$ cat config.mk
export PLATFORM = sky130hd
export DESIGN_NAME = dom_shared_mul_gf2n_multi
export DESIGN_NICKNAME = d
export VERILOG_FILES = /design/src/rtl/gf2n_pkg.sv /design/src/rtl/dom_indep_mul_gf2n.sv /design/src/rtl/dom_shared_mul_gf2n_multi.sv
export SDC_FILE = /design/constraint.sdc
export NUM_CORES = 1
export LEC_CHECK = 0
export BUFFER_PORTS_ARGS = -buffer_cell sky130_fd_sc_hd__buf_4
export CORE_MARGIN = 2
export CORE_UTILIZATION = 59
export CTS_CLUSTER_DIAMETER = 200
export CTS_CLUSTER_SIZE = 14
export DETAILED_ROUTE_END_ITERATION = 10
export GPL_ROUTABILITY_DRIVEN = 0
export PLACE_DENSITY = 0.81
export SLEW_MARGIN = 20
export SYNTH_ARGS = -nofsm -noshare
export SYNTH_HDL_FRONTEND = slang
export SYNTH_HIERARCHICAL = 1
export SYNTH_SLANG_ARGS = --single-unit
$ cat constraint.sdc
create_clock -name ClkxCI -period 2.9 [get_ports ClkxCI]
set_clock_uncertainty 0.15 [all_clocks]
set_input_delay 0.145 -clock ClkxCI [delete_from_list [all_inputs] [get_ports ClkxCI]]
set_output_delay 0.145 -clock ClkxCI [all_outputs]
set_load 0.02 [all_outputs]
$ cat src/rtl/gf2n_pkg.sv
// Shared GF(2^N) arithmetic helpers, share/randomness width helpers and the
// handshake state encoding used by the masked multipliers.
package gf2n_pkg;

    localparam logic [4:0] GF2N_DEFAULT_POLY = 5'h13;

    typedef enum logic {
        ST_IDLE = 1'b0,
        ST_HOLD = 1'b1
    } hs_state_e;

    function automatic int unsigned gf2n_npair(input int unsigned shares);
        return (shares * (shares - 1)) / 2;
    endfunction

    function automatic int unsigned gf2n_nb(input int unsigned n, input int unsigned shares,
                                            input int unsigned foo);
        return ((foo != 0) && (shares == 2)) ? n : n * shares;
    endfunction

    // Linear index of share pair (i,j), i<j, in the per-channel Z vector.
    function automatic int unsigned gf2n_pair_idx(input int unsigned i, input int unsigned j,
                                                  input int unsigned shares);
        return i * shares - (i * (i + 1)) / 2 + (j - i - 1);
    endfunction

    // Shift-and-add multiply with per-step reduction; operands must be below 2^n.
    function automatic logic [31:0] gf2n_mul(input logic [31:0] a, input logic [31:0] b,
                                             input int unsigned n, input logic [32:0] poly);
        logic [32:0] aa;
        logic [31:0] acc;
        acc = '0;
        aa  = {1'b0, a};
        for (int unsigned i = 0; i < 32; i++) begin
            if (i < n) begin
                if (((b >> i) & 32'd1) != 32'd0) begin
                    acc = acc ^ aa[31:0];
                end
                aa = aa << 1;
                if ((aa >> n) != 33'd0) begin
                    aa = aa ^ poly;
                end
            end
        end
        return acc;
    endfunction

endpackage

$ cat src/rtl/dom_indep_mul_gf2n.sv
// One-cycle DOM-indep shared multiplier X*Y over GF(2^N): every share product is
// registered (cross terms remasked with Z) before shares are recombined.
module dom_indep_mul_gf2n
    import gf2n_pkg::*;
#(
    parameter int unsigned N      = 4,
    parameter logic [N:0]  POLY   = GF2N_DEFAULT_POLY,
    parameter int unsigned SHARES = 2
) (
    input  logic                                clk,
    input  logic                                rst_n,
    input  logic                                en_i,
    input  logic [SHARES*N-1:0]                 x_i,
    input  logic [SHARES*N-1:0]                 y_i,
    input  logic [gf2n_npair(SHARES)*N-1:0]     z_i,
    output logic [SHARES*N-1:0]                 prod_c
);

    localparam int unsigned TW = SHARES * SHARES * N;

    function automatic logic [N-1:0] fmul(input logic [N-1:0] a, input logic [N-1:0] b);
        return N'(gf2n_mul(32'(a), 32'(b), N, 33'(POLY)));
    endfunction

    logic [TW-1:0] term_new;
    logic [TW-1:0] term_d;
    logic [TW-1:0] term_q;

    for (genvar i = 0; i < SHARES; i++) begin : g_row
        for (genvar j = 0; j < SHARES; j++) begin : g_col
            localparam int unsigned IDX = (i * SHARES + j) * N;
            if (i == j) begin : g_diag
                assign term_new[IDX +: N] = fmul(x_i[i*N +: N], y_i[j*N +: N]);
            end else begin : g_cross
                localparam int unsigned P = (i < j) ? gf2n_pair_idx(i, j, SHARES)
                                                    : gf2n_pair_idx(j, i, SHARES);
                assign term_new[IDX +: N] = fmul(x_i[i*N +: N], y_i[j*N +: N]) ^ z_i[P*N +: N];
            end
        end

        // Share i recombines only registered terms of its own row.
        logic [N-1:0] row_c;
        always_comb begin
            row_c = '0;
            for (int j = 0; j < SHARES; j++) begin
                row_c = row_c ^ term_q[(i*SHARES + j)*N +: N];
            end
        end
        assign prod_c[i*N +: N] = row_c;
    end

    always_comb begin
        term_d = term_q;
        if (en_i) begin
            term_d = term_new;
        end
    end

    always_ff @(posedge clk or negedge rst_n) begin
        if (!rst_n) begin
            term_q <= '0;
        end else begin
            term_q <= term_d;
        end
    end

endmodule

$ cat src/rtl/dom_shared_mul_gf2n_multi.sv
// Masked DOM-indep GF(2^N) multiplier: CHANNELS X operands times one shared Y,
// with valid/ready handshake, accept-gated randomness and optional X/Y pipelining.
module dom_shared_mul_gf2n_multi
    import gf2n_pkg::*;
#(
    parameter int unsigned N                        = 4,
    parameter logic [N:0]  POLY                     = GF2N_DEFAULT_POLY,
    parameter int unsigned SHARES                   = 2,
    parameter int unsigned CHANNELS                 = 2,
    parameter int unsigned PIPELINED                = 1,
    parameter int unsigned FIRST_ORDER_OPTIMIZATION = 1
) (
    input  logic                                                    ClkxCI,
    input  logic                                                    RstxBI,
    input  logic                                                    InValidxSI,
    output logic                                                    InReadyxSO,
    input  logic [CHANNELS*SHARES*N-1:0]                            _XxDI,
    input  logic [SHARES*N-1:0]                                     _YxDI,
    input  logic [CHANNELS*gf2n_npair(SHARES)*N-1:0]                _ZxDI,
    input  logic [gf2n_nb(N, SHARES, FIRST_ORDER_OPTIMIZATION)-1:0] _BxDI,
    output logic                                                    OutValidxSO,
    output logic [CHANNELS*SHARES*N-1:0]                            _QxDO
);

    localparam int unsigned NPAIR   = gf2n_npair(SHARES);
    localparam int unsigned XW      = CHANNELS * SHARES * N;
    localparam bit          USE_FOO = (FIRST_ORDER_OPTIMIZATION != 0) && (SHARES == 2);

    function automatic logic [N-1:0] fmul(input logic [N-1:0] a, input logic [N-1:0] b);
        return N'(gf2n_mul(32'(a), 32'(b), N, 33'(POLY)));
    endfunction

    logic          accept_c;
    logic          out_valid_d;
    logic          out_valid_q;
    logic [XW-1:0] xp;
    logic [XW-1:0] q_raw;

    assign accept_c = InValidxSI & InReadyxSO;

    // Handshake: always ready when pipelined, otherwise one op per IDLE/HOLD pair.
    if (PIPELINED != 0) begin : g_ready_pipe
        assign InReadyxSO = 1'b1;
    end else begin : g_ready_fsm
        hs_state_e state_q;
        hs_state_e state_d;

        always_comb begin
            state_d = state_q;
            case (state_q)
                ST_IDLE: if (InValidxSI) state_d = ST_HOLD;
                ST_HOLD: state_d = ST_IDLE;
                default: state_d = ST_IDLE;
            endcase
        end

        always_ff @(posedge ClkxCI or negedge RstxBI) begin
            if (!RstxBI) begin
                state_q <= ST_IDLE;
            end else begin
                state_q <= state_d;
            end
        end

        assign InReadyxSO = (state_q == ST_IDLE);
    end

    assign out_valid_d = accept_c;

    always_ff @(posedge ClkxCI or negedge RstxBI) begin
        if (!RstxBI) begin
            out_valid_q <= 1'b0;
        end else begin
            out_valid_q <= out_valid_d;
        end
    end

    assign OutValidxSO = out_valid_q;
    assign _QxDO       = out_valid_q ? q_raw : '0;

    if (PIPELINED != 0) begin : g_xreg
        logic [XW-1:0] x_d;
        logic [XW-1:0] x_q;

        always_comb x_d = accept_c ? _XxDI : x_q;

        always_ff @(posedge ClkxCI or negedge RstxBI) begin
            if (!RstxBI) begin
                x_q <= '0;
            end else begin
                x_q <= x_d;
            end
        end

        assign xp = x_q;
    end else begin : g_xlive
        assign xp = _XxDI;
    end

    if (USE_FOO) begin : g_foo
        logic [2*N-1:0] yp;
        logic [2*N-1:0] by_new;
        logic [2*N-1:0] by_d;
        logic [2*N-1:0] by_q;
        logic [XW-1:0]  r_new;
        logic [XW-1:0]  r_d;
        logic [XW-1:0]  r_q;

        if (PIPELINED != 0) begin : g_yreg
            logic [2*N-1:0] y_d;
            logic [2*N-1:0] y_q;

            always_comb y_d = accept_c ? _YxDI : y_q;

            always_ff @(posedge ClkxCI or negedge RstxBI) begin
                if (!RstxBI) begin
                    y_q <= '0;
                end else begin
                    y_q <= y_d;
                end
            end

            assign yp = y_q;
        end else begin : g_ylive
            assign yp = _YxDI;
        end

        // Each share's blinded Y carries the other share, so Y'_s ^ BY_s = Y ^ B.
        assign by_new[0 +: N] = _YxDI[N +: N] ^ _BxDI[0 +: N];
        assign by_new[N +: N] = _YxDI[0 +: N] ^ _BxDI[0 +: N];

        for (genvar c = 0; c < CHANNELS; c++) begin : g_ch
            for (genvar s = 0; s < 2; s++) begin : g_sh
                localparam int unsigned IDX = (c * 2 + s) * N;
                assign r_new[IDX +: N] = fmul(_XxDI[IDX +: N], _BxDI[0 +: N])
                                       ^ _ZxDI[c*NPAIR*N +: N];
                assign q_raw[IDX +: N] = fmul(xp[IDX +: N], yp[s*N +: N] ^ by_q[s*N +: N])
                                       ^ r_q[IDX +: N];
            end
        end

        always_comb begin
            by_d = by_q;
            r_d  = r_q;
            if (accept_c) begin
                by_d = by_new;
                r_d  = r_new;
            end
        end

        always_ff @(posedge ClkxCI or negedge RstxBI) begin
            if (!RstxBI) begin
                by_q <= '0;
                r_q  <= '0;
            end else begin
                by_q <= by_d;
                r_q  <= r_d;
            end
        end
    end else begin : g_gen
        logic [SHARES*N-1:0] by_d;
        logic [SHARES*N-1:0] by_q;
        logic [N-1:0]        sum_c;
        logic [XW-1:0]       t_c;

        always_comb by_d = accept_c ? (_YxDI ^ _BxDI) : by_q;

        always_ff @(posedge ClkxCI or negedge RstxBI) begin
            if (!RstxBI) begin
                by_q <= '0;
            end else begin
                by_q <= by_d;
            end
        end

        // Unmasked Y ^ sum(B) is only formed from registered, blinded shares.
        always_comb begin
            sum_c = '0;
            for (int s = 0; s < SHARES; s++) begin
                sum_c = sum_c ^ by_q[s*N +: N];
            end
        end

        for (genvar c = 0; c < CHANNELS; c++) begin : g_ch
            dom_indep_mul_gf2n #(
                .N      (N),
                .POLY   (POLY),
                .SHARES (SHARES)
            ) u_xb (
                .clk    (ClkxCI),
                .rst_n  (RstxBI),
                .en_i   (accept_c),
                .x_i    (_XxDI[c*SHARES*N +: SHARES*N]),
                .y_i    (_BxDI),
                .z_i    (_ZxDI[c*NPAIR*N +: NPAIR*N]),
                .prod_c (t_c[c*SHARES*N +: SHARES*N])
            );

            for (genvar s = 0; s < SHARES; s++) begin : g_sh
                localparam int unsigned IDX = (c * SHARES + s) * N;
                assign q_raw[IDX +: N] = fmul(xp[IDX +: N], sum_c) ^ t_c[IDX +: N];
            end
        end
    end

endmodule

==> impl_metrics.tcl, run 1 <==
set metrics [dict create \
    crit_fanout 8 \
    root_buffer "clkbuf_8" \
    fp.dieW_microns 90.4 \
    fin_crit_sh_pct 93.8 \
    arrival_ns 2.42 \
    fin_ws_ns 0.181 \
    required_ns 2.61 \
    num_rows 31 \
    ant_nets 0 \
    yosys_register_bits 49 \
    drtIter0Drc 280 \
    diodes 0 \
    cap_violations 0 \
    synthDistinctLibCells 45 \
    syn_nets 569 \
    post-route-min-period_ns 2.72 \
    synthMuxAreaShare_pct 11.3 \
    ys_seq_area_share_pct 27.9 \
    async_reset_ff_share_pct 100 \
    yosysWarningCount 6 \
    synth_top_family_by_area "XOR/XNOR gates" \
    clockBufferDepth 2 \
    critPathLaunchType "flip-flop" \
    grt_max_degree 65 \
    p_int_w 0.00188 \
    cts_tree "built" \
    yosys.area_share.xor_xnor_pct 28.3 \
    p_sw_w 0.00125 \
    remaining_drc_errors 0 \
    dp_slack_ns 0.453 \
    grt_pass1_vias 3732 \
    ys.flop_type "dfrtp_1" \
    worstSetupPathType "reg -> out" \
    rsz0062_at_grt "false" \
    drive_gt1_share_pct 20.8 \
    synth_area_per_cell_sq_um 8.30 \
    clock_sinks 49 \
    via_per_inst 5.73 \
    syn_inst 530 \
    synth_compound_area_share_pct 13.2 \
    tightest_slew_ns 0.710 \
    drv_slew 0 \
    grt_pass1_wl_microns 17800 \
    clk_latency_ns 0.31 \
    leakagePower_nw 2.11 \
    die_y_microns 90.4 \
    core_area_sq_mm 0.00725 \
    slew_headroom_pct 52.7 \
    cts_made_buffers 5 \
    p_per_area_mw_per_mm2 605 \
    syn2layout_area_growth_pct 17.5 \
    max_clock_freq_mhz 368 \
    switching_share_pct 39.8 \
    io_pins 57 \
    ir_drop_uv 492 \
    cts.clk_slew.worst_paths_ns 0.10 \
    synth_adder_area_share_pct 0 \
    tns_ns 0 \
    dp_hpwl_microns 7430 \
    setup_viol 0 \
    end_kind "output port" \
    synth_area_sq_mm 0.00440 \
    grt_remaining_overflow 0 \
    dieArea_sq_mm 0.00816 \
    min_path_type "in -> reg" \
    comb_power_share_pct 53.2 \
    antenna_found_initial 0 \
    num_vias 3902 \
    wire_per_inst_microns 15.7 \
    firstDrtPassIters 4 \
    final_nets 620 \
    hold_viol 0 \
    p_seq_share_pct 30.1 \
    nFillCells 550 \
    cts_post_setup_buffers_inserted 0 \
    synth-edff-count 0 \
    port_buffers 55 \
    yosys.area_share.simple_pct 15.0 \
    drt_wl_total_microns 10700 \
    cts_max_level 2 \
    grt.total_usage_pct 26.5 \
    pwr-share-clk_pct 16.7 \
    start_util_pct 60.7 \
    status "complete, no violations" \
]
power groups by stage:
stage	clock [W]	combinational [W]	sequential, W
3_5_place_dp	0	0.00162	0.000951
5_1_grt	0.000562	0.00180	0.000958
4_1_cts	0.000526	0.00165	0.000938
3_3_place_gp	0	0.00158	0.000943
6_report	0.000524	0.00166	0.000941
2_1_floorplan	0	0.00123	0.000883
critical path, stage by stage (launching register included):
cell	delay (ns)
dfrtp_1	0.49
inv_1	0.24
mux2i_2	0.29
mux2_4	0.32
a221o_1	0.38
o211ai_2	0.16
o31ai_2	0.08
buf_4	0.16
cells by family after synthesis:
logic type                Yosys count
and+or+nand+nor                   163
xor gates and xnor gates          137
AOI/OAI and AO/OA                  88
DFF                                49
buffers and inverters              48
muxes                              44
other                               1
routing by layer:
| metal | GRT usage (%) | vias up | part of all wire, % |
|---|---|---|---|
| met5 | 0 | - | 0 |
| met4 | 6.28 | 0 | 1.6 |
| met3 | 3.59 | 17 | 4.8 |
| met2 | 47.2 | 127 | 51 |
| met1 | 34.3 | 1897 | 42 |
| li1 | - | 1861 | - |
per-stage QoR:
stage	std cells	cell area, sq um	util (%)	hold slack, ns	power, W
6_report	681	5170	71.3	0.0127	0.00313
3_3_place_gp	652	4830	66.6	0.0445	0.00252
4_1_cts	680	5150	71.0	0.00196	0.00312
3_5_place_dp	652	4830	66.6	0.0532	0.00257
5_1_grt	681	5170	71.3	0.00619	0.00332
2_1_floorplan	530	4400	-	-0.301	0.00212
synthesized netlist by cell type (2+ instances only):
| cell | instances | area [sq um] |
|---|---|---|
| nand2_1 | 96 | 360 |
| xnor2_1 | 93 | 815 |
| dfrtp_1 | 49 | 1230 |
| nor2_1 | 42 | 158 |
| xor2_1 | 39 | 342 |
| mux2_2 | 38 | 428 |
| clkbuf_1 | 27 | 101 |
| a21oi_1 | 26 | 130 |
| o21ai_0 | 19 | 95.1 |
| a22oi_1 | 11 | 82.6 |
| inv_1 | 9 | 33.8 |
| nand3_1 | 7 | 35.0 |
| buf_1 | 5 | 18.8 |
| buf_2 | 5 | 25.0 |
| nor3_1 | 5 | 25.0 |
| o211ai_1 | 5 | 37.5 |
| a32oi_1 | 4 | 35.0 |
| mux2i_1 | 4 | 40.0 |
| nand2b_1 | 4 | 25.0 |
| nand4_1 | 4 | 25.0 |
| xor2_2 | 4 | 65.1 |
| o221ai_1 | 3 | 26.3 |
| o22ai_1 | 3 | 18.8 |
| or2_2 | 3 | 18.8 |
| a211oi_1 | 2 | 15.0 |
| a311oi_1 | 2 | 17.5 |
| nor2b_1 | 2 | 12.5 |
| o31a_1 | 2 | 17.5 |
registers in the layout, summed over array words and instances (netlist names):
register and cells:
g_xreg.x_q 16, g_foo.g_yreg.y_q 8, g_foo.by_q 8, g_foo.r_q 16, OutValidxSO 1
repair_timing:
| action | CTS | global route |
|---|---|---|
| setup endpoints to repair | 0 | 1 |
| hold buffers | 20 | 1 |
| gates resized for setup | 0 | 1 |
| endpoints found under the hold margin | 74 | 1 |
path summary, 6_finish.rpt:
path / to / cells past startpoint / slack, ns / startpoint
setup / recovery: _QxDO[10] / 7 / 0.18 / g_xreg.x_q[10]
hold / removal: g_xreg.x_q[7] / 3 / 0.01 / _XxDI[7]
setup reg to reg: g_xreg.x_q[10] / 2 / 1.74 / g_xreg.x_q[10]
max in group asynchronous: OutValidxSO / 2 / 1.92 / RstxBI
min in group asynchronous: g_foo.r_q[15] / 2 / 0.23 / RstxBI
hold reg to reg: g_foo.r_q[10] / 1 / 0.39 / g_foo.r_q[10]
final cells by class:
cell class	count	area [sq um]	share of cell area (%)
multi-input combinational	433	2990	57.8
sequential	49	1230	23.7
tap	99	124	2.40
inverter	9	33.8	0.653
timing repair buffer	83	676	13.1
clock buffer	6	82.6	1.60
clock inverter	2	37.5	0.726
cells in the final DEF (no fill, tap or decap), types with 4 or more instances in the layout:
cell type      instances
nand2_1               96
nor2_1                42
dfrtp_1               49
xor2_2                 4
o21ai_0               19
mux2i_1                4
a32oi_1                4
clkbuf_8               6
mux2_2                38
xnor2_1               92
a21oi_1               26
nand3_1                7
dlygate4sd3_1         21
inv_1                  9
nand4_1                4
o211ai_1               5
nand2b_1               4
a22oi_1               11
nor3_1                 5
buf_4                 62
xor2_1                39
No activity file was read; power rests on OpenSTA's default activity.
==> run 2, diff against run 1 <==
--- a/config.mk
+++ b/config.mk
@@ -6,7 +6,6 @@
 export NUM_CORES = 1
 export LEC_CHECK = 0
 export BUFFER_PORTS_ARGS = -buffer_cell sky130_fd_sc_hd__buf_4
-export CORE_MARGIN = 2
 export CORE_UTILIZATION = 59
 export CTS_CLUSTER_DIAMETER = 200
 export CTS_CLUSTER_SIZE = 14
==> impl_metrics.tcl, run 2 (same netlist as run 1, synthesis figures left out) <==
set metrics [dict create \
    final_cell_mix "nand2_1, xnor2_1, buf_4, dfrtp_1, nor2_1" \
    num_vias 3837 \
    crit_fanout 8 \
    grt_pass1_vias 3664 \
    arrival_ns 2.43 \
    clk_latency_ns 0.31 \
    path_delay_family "multiplexers" \
    drive_gt1_share_pct 20.7 \
    p_int_w 0.00177 \
    top_layer "met4" \
    clock_sinks 49 \
    drt_wl_total_microns 10000 \
    multi_input_area_sq_mm 0.00299 \
    dpl_cell_area_sq_mm 0.00482 \
    ir_drop_uv 268 \
    cap_violations 0 \
    end_kind "output port" \
    switching_share_pct 40.9 \
    io_pins 57 \
    core_area_sq_mm 0.00721 \
    finalNonFillerCells 680 \
    cts_tree "built" \
    crit_chain "inv_1 -> mux2i_2 -> mux2_4 -> a221o_1 -> o211ai_2 -> o31ai_2 -> buf_4" \
    remaining_drc_errors 0 \
    num_rows 31 \
    grt.total_usage_pct 27.6 \
    clockBufferDepth 2 \
    regArea_sq_mm 0.00123 \
    required_ns 2.61 \
    dp_hpwl_microns 7320 \
    cts_post_setup_buffers_inserted 0 \
    dieArea_sq_mm 0.00781 \
    diodes 0 \
    cts_made_buffers 5 \
    p_per_area_mw_per_mm2 584 \
    final_area_sq_mm 0.00514 \
    post-route-min-period_ns 2.72 \
    pwr-share-clk_pct 14.1 \
    drtIter0Drc 244 \
    firstDrtPassIters 4 \
    grt_pass1_wl_microns 16800 \
    drv_slew 0 \
    rsz0062_at_grt "false" \
    wl_met1_microns 4560 \
    max_clock_freq_mhz 367 \
    syn2layout_area_growth_pct 16.7 \
    hold_viol 0 \
    start_util_pct 61.0 \
    worstSetupPathType "reg -> out" \
    p_seq_share_pct 31.2 \
    port_buffers 55 \
    setup_viol 0 \
    final_nets 619 \
    cp_num_buf_inv 2 \
    max_stage_delay_ns 0.48 \
    p_sw_w 0.00123 \
    root_buffer "clkbuf_8" \
    grt_remaining_overflow 0 \
    fin_crit_sh_pct 93.9 \
    ant_nets 0 \
    wire_per_inst_microns 14.8 \
    tightest_slew_ns 0.764 \
    via_per_inst 5.64 \
    antenna_found_initial 0 \
    slew_headroom_pct 48.9 \
    nFillCells 572 \
    placedCellCount 651 \
    comb_power_share_pct 54.6 \
    wl_met3_microns 562 \
    cts_max_level 2 \
    status "complete, no violations" \
    fp.dieW_microns 88.4 \
    dr_wl_met2_microns 4760 \
    cts.clk_slew.worst_paths_ns 0.09 \
    top_regs "g_foo.r_q x16, g_xreg.x_q x16" \
    layout_commonest_cell "nand2_1" \
    crit_slowest_cell "dfrtp_1" \
    critPathLaunchType "flip-flop" \
    tns_ns 0 \
    die_y_microns 88.4 \
    leakagePower_nw 2.09 \
    grt_max_degree 65 \
    min_path_type "in -> reg" \
]
==> run 2: cell types whose count changed in the layout (fill, tap and decap cells not counted) <==
cell,change
clkbuf_8,-1
buf_4,-1
bufinv_16,-1
inv_8,+1
clkinvlp_4,+1
==> run 2: worst reg2reg max path, cell delays in order, from the launching register on <==
cell	delay, ns
dfrtp_1	0.48
inv_1	0.23
o21ai_0	0.14
==> run 2: cell type report <==
cell class                 count  share of cell area, %
clock buffer                   5                   1.34
clock inverter                 3                  0.511
inverter                       9                  0.658
multi-input combinational    433                   58.2
sequential                    49                   23.9
tap                           99                   2.41
timing repair buffer          82                   13.0
==> run 2: what timing repair did <==
action,CTS,global route
hold buffers,21,0
resized for setup,0,1
endpoints found under the hold margin,75,0
endpoints found under the setup margin,0,1
==> run 2: worst paths after layout <==
kind                           startpoint             end  slack, ns  cells after the start
setup / recovery           g_xreg.x_q[10]       _QxDO[10]       0.18                      7
hold / removal                   _XxDI[2]   g_xreg.x_q[2]      0.007                      2
setup reg to reg           g_xreg.x_q[10]  g_xreg.x_q[10]       1.76                      2
hold reg to reg             g_foo.r_q[14]   g_foo.r_q[14]       0.39                      1
max in group asynchronous          RstxBI   g_xreg.x_q[3]       1.95                      2
min in group asynchronous          RstxBI     OutValidxSO       0.23                      2
==> run 2: metrics by stage <==
stage / worst slack [ns] / util, % / hold slack (ns) / total power (W)
2_1_floorplan: 0.552 / - / -0.301 / 0.00212
3_3_place_gp: 0.517 / 66.9 / 0.0406 / 0.00252
3_5_place_dp: 0.442 / 66.9 / 0.0451 / 0.00256
4_1_cts: 0.101 / 71.1 / 0.00154 / 0.00300
5_1_grt: 0.000643 / 71.2 / 0.00164 / 0.00321
6_report: 0.177 / 71.2 / 0.00682 / 0.00300
==> run 2: routing by layer <==
| layer | GRT usage, % | vias up |
|---|---|---|
| met5 | 0 | - |
| met4 | 8.65 | 0 |
| met3 | 3.82 | 17 |
| met2 | 45.2 | 137 |
| met1 | 37.9 | 1813 |
| li1 | - | 1870 |
==> run 2: power by group through the flow <==
stage / registers, W / clock network, W / logic [W]
after floorplan: 0.000883 / 0 / 0.00123
after global placement: 0.000940 / 0 / 0.00158
after detailed placement: 0.000949 / 0 / 0.00161
after CTS: 0.000934 / 0.000428 / 0.00164
after global routing: 0.000955 / 0.000457 / 0.00180
final: 0.000937 / 0.000424 / 0.00164
